**src/rtl/mips_pkg.sv**
```systemverilog
// Shared definitions for the fetch-stage program counter: default widths,
// reset/exception vectors, redirect priorities and the PC FSM states.
package mips_pkg;

    localparam int          DEF_ADDR_W       = 32;
    localparam logic [31:0] DEF_RESET_VECTOR = 32'h0000_0000;
    localparam logic [31:0] DEF_EXC_VECTOR   = 32'h0000_0180;
    localparam int          DEF_RAS_DEPTH    = 4;

    // Redirect priority; a larger encoding wins.
    typedef enum logic [1:0] {
        PRIO_NONE = 2'd0,
        PRIO_BR   = 2'd1,
        PRIO_JMP  = 2'd2,
        PRIO_EXC  = 2'd3
    } prio_e;

    typedef enum logic {
        ST_RUN  = 1'b0,
        ST_HOLD = 1'b1
    } state_e;

    // Instruction fetch targets must be word aligned.
    function automatic logic is_misaligned(input logic [1:0] lsbs);
        return lsbs != 2'b00;
    endfunction

endpackage

```
**src/rtl/pc_ras.sv**
```systemverilog
// Return-address stack for pc_unit (only instantiated with PC_RAS_EN).
// Circular buffer: on overflow the oldest entry is overwritten and the
// occupancy count saturates at DEPTH. push+pop together replaces the top.
module pc_ras
    import mips_pkg::*;
#(
    parameter int ADDR_W = DEF_ADDR_W,
    parameter int DEPTH  = DEF_RAS_DEPTH
) (
    input  logic              clk,
    input  logic              rst_n,
    input  logic              push,
    input  logic              pop,
    input  logic [ADDR_W-1:0] push_data,
    output logic [ADDR_W-1:0] top,
    output logic              empty
);

    localparam int             PTR_W = $clog2(DEPTH);
    localparam logic [PTR_W:0] FULL  = (PTR_W + 1)'(DEPTH);

    logic [ADDR_W-1:0] mem_q [DEPTH];
    logic [PTR_W-1:0]  ptr_q, ptr_d;
    logic [PTR_W:0]    count_q, count_d;
    logic [PTR_W-1:0]  top_idx, wr_idx;
    logic              wr_en;
    logic              do_pop;

    // ptr_q points at the next free slot; the top is the slot below it.
    assign top_idx = ptr_q - PTR_W'(1);
    assign top     = mem_q[top_idx];
    assign empty   = (count_q == '0);
    assign do_pop  = pop && !empty;

    // Next pointer/count and the slot written this cycle.
    always_comb begin
        ptr_d   = ptr_q;
        count_d = count_q;
        wr_en   = 1'b0;
        wr_idx  = ptr_q;
        if (do_pop && push) begin
            wr_en  = 1'b1;
            wr_idx = top_idx;
        end else if (do_pop) begin
            ptr_d   = ptr_q - PTR_W'(1);
            count_d = count_q - 1'b1;
        end else if (push) begin
            wr_en = 1'b1;
            ptr_d = ptr_q + PTR_W'(1);
            if (count_q != FULL) begin
                count_d = count_q + 1'b1;
            end
        end
    end

    // Pointer and occupancy registers.
    always_ff @(posedge clk or negedge rst_n) begin
        if (!rst_n) begin
            ptr_q   <= '0;
            count_q <= '0;
        end else begin
            ptr_q   <= ptr_d;
            count_q <= count_d;
        end
    end

    // Stack storage.
    // NOTE: storage has no reset; entries are only read when count_q says they were written.
    always_ff @(posedge clk) begin
        if (wr_en) begin
            mem_q[wr_idx] <= push_data;
        end
    end

endmodule

```
**src/rtl/pc_unit.sv**
```systemverilog
// Fetch-stage program counter with prioritised redirects (exception > jump >
// branch), misalign trapping and stall-safe redirect capture.
// Optional return-address stack enabled by defining PC_RAS_EN.
module pc_unit
    import mips_pkg::*;
#(
    parameter int                ADDR_W       = DEF_ADDR_W,
    parameter logic [ADDR_W-1:0] RESET_VECTOR = ADDR_W'(DEF_RESET_VECTOR),
    parameter logic [ADDR_W-1:0] EXC_VECTOR   = ADDR_W'(DEF_EXC_VECTOR),
    parameter int                RAS_DEPTH    = DEF_RAS_DEPTH
) (
    input  logic              clk,
    input  logic              rst_n,
    input  logic              en,
    input  logic              exc_req,
    input  logic              jump_req,
    input  logic [ADDR_W-1:0] jump_target,
    input  logic              br_taken,
    input  logic [ADDR_W-1:0] br_target,
    input  logic              call,
    input  logic              ret,
    output logic [ADDR_W-1:0] pc_out,
    output logic [ADDR_W-1:0] pc_plus4,
    output logic              pc_valid,
    output logic              redirect_pend,
    output logic              misalign_err,
    output logic              ras_empty
);

    state_e            state_q, state_d;
    logic [ADDR_W-1:0] pc_q, pc_d;
    logic              pc_valid_q, pc_valid_d;
    logic              misalign_err_q, misalign_err_d;
    prio_e             pend_prio_q, pend_prio_d;
    logic [ADDR_W-1:0] pend_target_q, pend_target_d;

    prio_e             live_prio;
    logic [ADDR_W-1:0] live_target;
    logic [ADDR_W-1:0] raw_target;
    logic              live_misalign;
    logic              live_is_jump;
    logic              take_live;
    logic [ADDR_W-1:0] jump_raw;

    assign pc_plus4 = pc_q + ADDR_W'(4);

`ifdef PC_RAS_EN
    logic [ADDR_W-1:0] ras_top;
    logic              ras_push, ras_pop;

    // Returns take the stacked address when one exists.
    assign jump_raw = (ret && !ras_empty) ? ras_top : jump_target;
    assign ras_push = take_live && live_is_jump && call;
    assign ras_pop  = take_live && live_is_jump && ret;

    pc_ras #(
        .ADDR_W (ADDR_W),
        .DEPTH  (RAS_DEPTH)
    ) u_ras (
        .clk       (clk),
        .rst_n     (rst_n),
        .push      (ras_push),
        .pop       (ras_pop),
        .push_data (pc_plus4),
        .top       (ras_top),
        .empty     (ras_empty)
    );
`else
    logic unused_ras_inputs;

    assign jump_raw          = jump_target;
    assign ras_empty         = 1'b1;
    assign unused_ras_inputs = ^{call, ret};
`endif

    // Resolve the highest-priority live request; misaligned targets trap.
    always_comb begin
        // NOTE: every combinational output gets a default first so no path leaves it unassigned (no latch).
        live_prio     = PRIO_NONE;
        live_target   = EXC_VECTOR;
        live_misalign = 1'b0;
        live_is_jump  = 1'b0;
        raw_target    = br_target;
        if (exc_req) begin
            live_prio = PRIO_EXC;
        end else if (jump_req || br_taken) begin
            live_is_jump = jump_req;
            raw_target   = jump_req ? jump_raw : br_target;
            if (is_misaligned(raw_target[1:0])) begin
                live_prio     = PRIO_EXC;
                live_misalign = 1'b1;
            end else begin
                live_prio   = jump_req ? PRIO_JMP : PRIO_BR;
                live_target = raw_target;
            end
        end
    end

    // Next-state / next-PC logic for the RUN/HOLD redirect FSM.
    always_comb begin
        state_d       = state_q;
        pc_d          = pc_q;
        pc_valid_d    = 1'b1;
        pend_prio_d   = pend_prio_q;
        pend_target_d = pend_target_q;
        take_live     = 1'b0;
        if (pc_valid_q) begin
            unique case (state_q)
                ST_RUN: begin
                    if (en) begin
                        if (live_prio != PRIO_NONE) begin
                            pc_d      = live_target;
                            take_live = 1'b1;
                        end else begin
                            pc_d = pc_plus4;
                        end
                    end else if (live_prio != PRIO_NONE) begin
                        pend_prio_d   = live_prio;
                        pend_target_d = live_target;
                        state_d       = ST_HOLD;
                        take_live     = 1'b1;
                    end
                end
                ST_HOLD: begin
                    if (en) begin
                        if (live_prio != PRIO_NONE && live_prio >= pend_prio_q) begin
                            pc_d      = live_target;
                            take_live = 1'b1;
                        end else begin
                            pc_d = pend_target_q;
                        end
                        pend_prio_d   = PRIO_NONE;
                        pend_target_d = '0;
                        state_d       = ST_RUN;
                    end else if (live_prio != PRIO_NONE && live_prio >= pend_prio_q) begin
                        pend_prio_d   = live_prio;
                        pend_target_d = live_target;
                        take_live     = 1'b1;
                    end
                end
                default: state_d = ST_RUN;
            endcase
        end
        misalign_err_d = take_live && live_misalign;
    end

    // State, PC and pending-redirect registers.
    always_ff @(posedge clk or negedge rst_n) begin
        if (!rst_n) begin
            state_q        <= ST_RUN;
            pc_q           <= RESET_VECTOR;
            pc_valid_q     <= 1'b0;
            misalign_err_q <= 1'b0;
            pend_prio_q    <= PRIO_NONE;
            pend_target_q  <= '0;
        end else begin
            // NOTE: sequential state uses non-blocking assignment so all flops update from pre-edge values.
            state_q        <= state_d;
            pc_q           <= pc_d;
            pc_valid_q     <= pc_valid_d;
            misalign_err_q <= misalign_err_d;
            pend_prio_q    <= pend_prio_d;
            pend_target_q  <= pend_target_d;
        end
    end

    assign pc_out        = pc_q;
    assign pc_valid      = pc_valid_q;
    assign redirect_pend = (state_q == ST_HOLD);
    assign misalign_err  = misalign_err_q;

endmodule

```
**config.mk**
```make
export PLATFORM = sky130hd
export DESIGN_NAME = pc_unit
export DESIGN_NICKNAME = d
export VERILOG_FILES = /design/src/rtl/mips_pkg.sv /design/src/rtl/pc_ras.sv /design/src/rtl/pc_unit.sv
export SDC_FILE = /design/constraint.sdc
export NUM_CORES = 1
export LEC_CHECK = 0
export CORE_MARGIN = 2
export CORE_UTILIZATION = 43
export DETAILED_ROUTE_END_ITERATION = 7
export GPL_TIMING_DRIVEN = 0
export PLACE_DENSITY = 0.75
export SYNTH_ARGS = -nofsm -noshare
export SYNTH_HDL_FRONTEND = slang
export SYNTH_SLANG_ARGS = --single-unit
export TNS_END_PERCENT = 20
```
**constraint.sdc**
```tcl
create_clock -name clk -period 3 [get_ports clk]
set_input_delay 0.3 -clock clk [delete_from_list [all_inputs] [get_ports clk]]
set_output_delay 0.3 -clock clk [all_outputs]
set_load 0.05 [all_outputs]
```
# Word level (Yosys, flattened, before mapping)
# Cells that the tools add are included.
[word_totals]
in_bits = 72
rom_bits = 0
regBits = 69
n_memories = 0
output_inout_bits = 68
word_cells = 54
latch_bits = 0
ram_bits = 0
[op_classes]
eq_ne = 5
n_mux = 32
n_reduce_logical = 8
bitwise_logic = 1
n_shift = 0
n_mul = 0
n_div = 0
order_cmp = 1
add_sub_neg = 1
[op_table]
columns = ["cell", "count"]
rows = [
  ["$mux W32", 11],
  ["$pmux W32 S2", 2],
  ["$add A32 B3 Y32 const B", 1],
  ["$mux W2", 8],
  ["$mux W1", 8],
  ["$ne A2 B2 Y1 const B", 4],
  ["$reduce_and A3 Y1", 2],
  ["$pmux W1 S2", 2],
  ["$pmux W2 S2", 1],
  ["$reduce_and A4 Y1", 1],
  ["$reduce_bool A2 Y1", 2],
  ["$ne A3 B2 Y1 const B", 1],
  ["$ge A2 B2 Y1", 1],
  ["$logic_and A1 B1 Y1", 2],
  ["$logic_or A1 B1 Y1", 1],
  ["$not A1 Y1", 1],
]

# Longest topological paths before layout
# Gate-level depths: netlist of the first run.
[depth]
depth_word = 11
depth_mapped = 14
ltp_nobuf = 10

# Least setup slack after synthesis of the first run
# OpenSTA, ideal clock, no wires.
[synth_timing]
path_type = "reg2out"
from = "register pc_q[15], in the netlist pc_out[15]"
to = "output port pc_plus4[31]"
stages_incl_launch_ff = 8
t_arrival_ns = 3.068
path_slack_ns = -0.368
path_buffers = 2
t_required_ns = 2.700
path_cell_list = "dfrtp_1 -> clkbuf_2 -> nand4_1 -> or4_4 -> buf_6 -> nor3_4 -> or3b_4 -> xnor2_1"
[synth_via]
elab_chain_len = 1
[synth_rtl]
columns = ["element", "line_no", "source"]
rows = [
  ["start: declaration", "pc_unit.sv:31", "logic [ADDR_W-1:0] pc_q, pc_d;"],
  ["start signal: assignment", "pc_unit.sv:159", "pc_q <= pc_d;"],
  ["$add A32 B3 Y32", "pc_unit.sv:45", "assign pc_plus4 = pc_q + ADDR_W'(4);"],
  ["end: declaration", "pc_unit.sv:23", "output logic [ADDR_W-1:0] pc_plus4,"],
]
# Every way passes these cells.

# Final worst setup path of the first run
[layout_timing]
from = "register pc_q[13], in the netlist pc_out[13]"
to = "output port pc_plus4[22]"
# The elaborated chain is that of the path after synthesis.

==> flow_summary_export.csv, run 1 <==
group,metric,value,unit
worst_setup_path,worstPathCellList,"buf_6 -> nand4_1 -> or4_4 -> buf_6 -> nor3_1 -> xnor2_1 -> clkdlybuf4s15_1",
placement,finalWeightedCongestion,0.9081,
logic_synthesis,synth_fa_ha_area_share,0.8564,%
job,max-cap-violations,0,
status,outcome,"finished clean",
logic_synthesis,synth_top_family_by_area,"compound AO/OA/AOI/OAI gates",
global_routing,antenna_found_initial,1,
finish,nets,735,
logic_synthesis,synthMuxAreaShare,2.141,%
detailed_routing,routed_wl,16.33,mm
floorplanning,fp.dieH,105.0,um
logic_synthesis,synth_edf_count,0,
logic_synthesis,async_flop_share,100.0,%
clocking,cts_buffers,9,
logic_synthesis,ys_seq_elements,69,
sta,finalSetupViolations,0,
worst_setup_path,required,2700,ps
global_routing,grt_max_degree,70,
logic_synthesis,yosysSeqAreaShare,39.39,%
floorplanning,dieArea,11020,um2
finish,stdcell_area,6354,um2
logic_synthesis,synth_compound_area_share,28.12,%
logic_synthesis,synth_xor_area_share,5.595,%
logic_synthesis,yosys_warnings,0,
logic_synthesis,synth.avg_cell_area,8.714,um2
detailed_routing,first_pass_iters,5,
sta,min_period,2938,ps
detailed_routing,detail-route-antenna-nets,0,
global_routing,grt-ovfl-total,0,
clocking,clk_pin_slew,80,ps
sta,clock.fmax,340.4,MHz
sta,fin_skew,10.10,ps
clocking,clock_sinks,69,
logic_synthesis,syn-cell-area,4383,um2
placement,dp_hpwl,11.76,mm
sta,drv_slew,0,
worst_setup_path,slowest_delay,540,ps
worst_setup_path,path_max_fanout,10,
sta,hold_violations,0,
worst_setup_path,cp-end-kind,"output pin",
worst_setup_path,worst_ep_arrival_time,2640,ps
power,worst_ir_drop_vdd,0.2279,mV
worst_setup_path,critPathSlowestCell,"or4_4",
clocking,root_buffer,"clkbuf_8",
logic_synthesis,ys_top_cells_by_count,"69 x dfrtp_1, 55 x nand2_1, 52 x nor2_1",
sta,final.setup.tns,0,ps
detailed_routing,drt_iter0_markers,437,
logic_synthesis,synth_top_area_share,39.39,%
detailed_routing,drc,0,
sta,rsz0062_at_grt,"yes",
floorplanning,start_util,44.64,%
global_routing,grt_pass1_wl,25.52,mm
finish,fill_cells,864,
worst_hold_path,hp-class,"in2reg",
logic_synthesis,syn-instance-count,503,
placement,io_buffers,134,
floorplanning,pin_count,140,
power,p_leak,2.632,nW
sta,hold_ws,429.5,ps
worst_setup_path,ff2ff_setup_slack,550,ps
detailed_routing,vias,4880,
finish,syn_to_final_growth,44.96,%
sta,maxSlewHeadroom,12.56,%
detailed_routing,wl_per_cell,20.44,um
global_routing,grt_usage,29.83,%
global_routing,grt_pass1_vias,4894,
floorplanning,die_w,105.0,um
sta,period_share,97.93,%
detailed_routing,vias_per_cell,6.108,
power,pwr_density_cell,529.5,nW/um2
clocking,clockBufferDepth,2,
floorplanning,core,9819,um2
logic_synthesis,synth_area_leaders,"dfrtp_1 39%, a22o_1 6.0%, nand2_1 4.7%",
placement,dpl-instance-area,5942,um2
worst_setup_path,cpMostUsedCell,"buf_6",
sta,worst_slew_pin_slew,1302,ps
finish,fin_util,64.70,%
worst_setup_path,startpoint_type,"flop",
logic_synthesis,synth_top_flop_cell,"dfrtp_1",
logic_synthesis,synthMostInstantiatedCell,"dfrtp_1",
clocking,clkLatencyLatePin,350,ps
logic_synthesis,synthDistinctLibCells,60,
clocking,h-tree-depth,3,
logic_synthesis,yosysTopAreaCell,"dfrtp_1",
worst_setup_path,worstSetupPathType,"reg2out",
floorplanning,row_count,36,
logic_synthesis,synth-simple-area-share,17.47,%
clocking,cts_tree,"done",
finish,drive_above_1_share,14.74,%
[kinds of logic after synthesis]
logic type / after synthesis
adders and majority gates: 3
and+or+nand+nor: 163
AOI/OAI and AO/OA: 174
buffers and inverters: 56
muxes: 9
xor gates and xnor gates: 28
DFF: 69
other: 1
[flip-flops by register name, summed over array words and instances, names as in the netlist]
| name | count |
|---|---|
| misalign_err | 1 |
| pend_target_q | 32 |
| pend_prio_q | 2 |
| redirect_pend | 1 |
| pc_out | 32 |
| pc_valid | 1 |
[worst max-delay path, delay by kind of cell, from the launching register on]
family / cells / cell delay (ps)
buf+inv: 3 / 830
flops: 1 / 370
simple gates: 3 / 890
xor+xnor: 1 / 180
[routing by layer]
| metal | wire length (um) | GRT usage [%] | share of wire, % | vias to the layer above |
|---|---|---|---|---|
| met5 | 0 | 0 | 0 | - |
| met2 | 7853 | 48.79 | 48 | 296 |
| met1 | 6454 | 38.18 | 40 | 2359 |
| li1 | - | - | - | 2176 |
| met4 | 557 | 13.43 | 3.4 | 0 |
| met3 | 1469 | 5.802 | 9.0 | 49 |
[timing repair]
action | 4_1_cts | 5_1_grt
pin swaps | 1 | 3
endpoints found under the hold margin | 69 | 0
resized for setup | 91 | 34
setup endpoints to repair | 90 | 79
hold buffers | 1 | 0
buffers inserted | 2 | 9
[layout make-up]
| type | count | area [um2] | share of cell area [%] |
|---|---|---|---|
| diodes | 1 | 2.502 | 0.03939 |
| plain buffers | 41 | 249.0 | 3.919 |
| clock buffers | 10 | 137.6 | 2.166 |
| clock inverters | 6 | 86.33 | 1.359 |
| inverters | 13 | 48.80 | 0.7680 |
| multi-input cells | 379 | 2519 | 39.64 |
| flip-flops and latches | 69 | 1732 | 27.25 |
| well taps | 133 | 166.4 | 2.619 |
| repair buffers | 147 | 1413 | 22.23 |
[worst paths after layout]
| path | from | to | cells after the start |
|---|---|---|---|
| worst max register to register | pc_out[13]$_DFFE_PN0P_ | pc_out[31]$_DFFE_PN0P_ | 8 |
| min in group asynchronous | rst_n | pc_out[9]$_DFFE_PN0P_ | 3 |
| worst min register to register | pend_target_q[3]$_DFFE_PN0P_ | pend_target_q[3]$_DFFE_PN0P_ | 2 |
| max in group asynchronous | rst_n | pc_out[20]$_DFFE_PN0P_ | 3 |
| worst min-delay path | exc_req | pend_prio_q[0]$_DFFE_PN0P_ | 3 |
| worst max-delay path | pc_out[13]$_DFFE_PN0P_ | pc_plus4[22] | 7 |
[power breakdown]
| group | leakage, nW | switching, mW | total (mW) | internal [mW] |
|---|---|---|---|---|
| clock | 0.112 | 0.388 | 0.878 | 0.490 |
| sequential | 0.907 | 0.105 | 1.12 | 1.02 |
| combinational | 1.61 | 0.900 | 1.36 | 0.464 |
[placed cells by master, fill, tap and decap left out, types with 4 or more instances in the layout]
cell type        instances
clkbuf_8                11
nand3_1                  7
inv_1                   13
dfrtp_1                 65
a22oi_1                 20
o211ai_1                 6
nand2_1                 54
a22o_1                  30
xnor2_1                 14
clkbuf_1                18
o22ai_1                  6
clkdlybuf4s50_1        109
xor2_1                  12
o21ai_0                 37
dfrtp_2                  4
buf_6                    6
clkdlybuf4s15_2          4
buf_4                   17
a211oi_1                18
nand4_1                  5
a32o_1                   7
mux2i_1                  5
a21oi_1                 22
clkbuf_2                 6
nor3_1                   8
dlygate4sd2_1            6
nor4_1                   4
nor2_1                  49
buf_2                    7
[per-stage QoR]
stage	setup slack, ps	std cells	power (mW)
5_1_grt	-47.75	798	3.484
3_5_place_dp	-947.8	772	2.466
6_report	62.07	799	3.364
2_1_floorplan	-198.0	504	1.943
3_3_place_gp	-851.5	771	2.444
4_1_cts	-44.75	791	3.331
Note: power is estimated with default switching activity, not from simulation.
==> inputs of run 2 (changes only) <==
clock period = 3.6 ns   (was 3 ns; I/O delays follow)
==> run 2 against run 1 <==
Compared with the run above: die area unchanged; core utilization decreased by 2.3 points; via count decreased by 2.1%; global-route usage decreased by 1.3 points; highest routed layer unchanged; worst hold slack got worse by 290 ps; cell area decreased by 3.5%; clock-buffer cell count increased by 2.
==> flow_summary_export.csv, run 2 (synthesis gave the netlist of run 1 again) <==
group,metric,value,unit
finish,drive_above_1_share,7.975,%
clocking,cts_tree,"done",
sta,min_period,3521,ps
finish,layout_common_cells,"121 x clkdlybuf4s50_1, 69 x dfrtp_1, 55 x nand2_1",
floorplanning,fp.dieH,105.0,um
detailed_routing,first_pass_iters,5,
placement,dp.cells,771,
finish,layout.cells.most_common,"clkdlybuf4s50_1",
detailed_routing,drc,0,
worst_setup_path,worst_ep_arrival_time,3160,ps
floorplanning,dieArea,11020,um2
placement,dp_hpwl,11.65,mm
power,p_leak,2.596,nW
global_routing,antenna_found_initial,0,
sta,hold_ws,139.7,ps
finish,nets,724,
worst_setup_path,required,3240,ps
clocking,h-tree-depth,3,
clocking,clockBufferDepth,2,
sta,period_share,97.81,%
global_routing,grt_usage,28.50,%
clocking,clk_pin_slew,70,ps
worst_setup_path,worstPathCellList,"clkdlybuf4s50_2 -> nand4_2 -> nor3_1 -> xor2_1 -> clkdlybuf4s50_1",
detailed_routing,vias_per_cell,6.088,
power,clock_power_share,21.7,%
sta,rsz0062_at_grt,"yes",
finish,n_antenna_cell,0,
global_routing,grt_pass1_vias,4606,
power,intPower,1.513,mW
sta,final.setup.tns,0,ps
clocking,cts_buffers,9,
worst_setup_path,slowest_delay,810,ps
power,seqPwrFrac,35.4,%
global_routing,grt-ovfl-total,0,
clocking,clock_sinks,69,
detailed_routing,drt_iter0_markers,421,
sta,hold_violations,0,
global_routing,grt_max_degree,70,
power,p_sw,1.109,mW
worst_hold_path,hp-class,"in2async",
finish,finalNonFillerCells,785,
placement,dpl-instance-area,5892,um2
sta,finalSetupViolations,0,
detailed_routing,routed_wl,15.83,mm
sta,worst_slew_pin_slew,1335,ps
worst_setup_path,path_max_fanout,10,
floorplanning,row_count,36,
worst_setup_path,r2r_cells,7,
sta,clock.fmax,284.0,MHz
detailed_routing,wl_per_cell,20.17,um
floorplanning,pin_count,140,
placement,io_buffers,134,
global_routing,grt_pass1_wl,24.58,mm
clocking,clkLatencyLatePin,350,ps
floorplanning,start_util,44.64,%
power,power.share.switching,42.29,%
floorplanning,die_w,105.0,um
sta,drv_slew,0,
placement,finalWeightedCongestion,0.9117,
detailed_routing,detail-route-antenna-nets,0,
job,max-cap-violations,0,
worst_setup_path,critPathSlowestCell,"clkdlybuf4s50_1",
power,power,2.621,mW
clocking,post_cts.repair.setup_buffers,0,
power,comb_power_share,42.9,%
sta,maxSlewHeadroom,10.29,%
power,pwr_density_cell,427.6,nW/um2
worst_setup_path,worstSetupPathType,"reg2out",
sta,fin_skew,7.248,ps
clocking,root_buffer,"clkbuf_8",
finish,stdcell_area,6131,um2
detailed_routing,vias,4779,
worst_setup_path,cp-end-kind,"output pin",
status,outcome,"finished clean",
worst_setup_path,startpoint_type,"flop",
power,worst_ir_drop_vdd,0.1932,mV
floorplanning,core,9819,um2
finish,syn_to_final_growth,39.88,%
run 2: changes by cell type in the layout (fill, tap and decap cells not counted), moves of 4 or more:
cell	delta
buf_2	-7
buf_4	-12
clkbuf_1	+4
clkdlybuf4s15_2	-4
clkdlybuf4s50_1	+12
dfrtp_1	+4
dfrtp_2	-4
dlygate4sd2_1	-4
dlymetal6s2s_1	+9
run 2: layout make-up:
cell class                 count  area, um2
clock buffer                  12      155.1
fill                         898       3689
inverter                      13      48.80
sequential                    69       1727
buffer                        43      242.7
multi-input combinational    379       2422
timing repair buffer         134       1359
tap                          133      166.4
clock inverter                 2      10.01
run 2: final timing paths:
| kind | start | endpoint | slack, ps |
|---|---|---|---|
| min in group clk | exc_req | pend_prio_q[0]$_DFFE_PN0P_ | 480 |
| min | rst_n | pc_out[9]$_DFFE_PN0P_ | 140 |
| max in group asynchronous | rst_n | pend_target_q[14]$_DFFE_PN0P_ | 2880 |
| max | pc_out[6]$_DFFE_PN0P_ | pc_plus4[16] | 80 |
| min reg2reg | pend_target_q[3]$_DFFE_PN0P_ | pend_target_q[3]$_DFFE_PN0P_ | 480 |
| max reg2reg | pc_out[6]$_DFFE_PN0P_ | pc_out[12]$_DFFE_PN0P_ | 1000 |
run 2: timing repair:
action / in CTS / in global routing
pin swaps: 0 / 1
hold buffers: 0 / 0
resized for setup: 12 / 21
endpoints found under the setup margin: 66 / 66
run 2: routing by layer:
layer | routed length [um] | global-route usage [%]
met1 | 6613 | 38.93
met2 | 7538 | 45.59
met5 | 0 | 0
met4 | 310 | 10.86
met3 | 1371 | 4.304
run 2: worst max-delay path: cells and delay by family, from the launching register on:
family / cells / cell delay (ps)
XOR/XNOR: 1 / 170
buffers and inverters: 2 / 1390
flip-flops: 1 / 380
AND/OR/NAND/NOR: 2 / 860
run 2: power groups by stage:
stage	Combinational, mW	Sequential, mW	Clock, mW
after floorplan	0.514	1.10	0
after global placement	1.09	0.938	0
after detailed placement	1.10	0.940	0
after CTS	1.11	0.925	0.563
after global routing	1.18	0.937	0.592
final	1.12	0.929	0.568
run 2: metrics by stage:
stage	setup slack [ps]	utilization [%]
after detailed placement	-1071	60.00
after global placement	-1026	60.03
after global routing	-27.34	62.44
after CTS	3.775	61.95
after floorplan	171.8	-
final	78.73	62.44
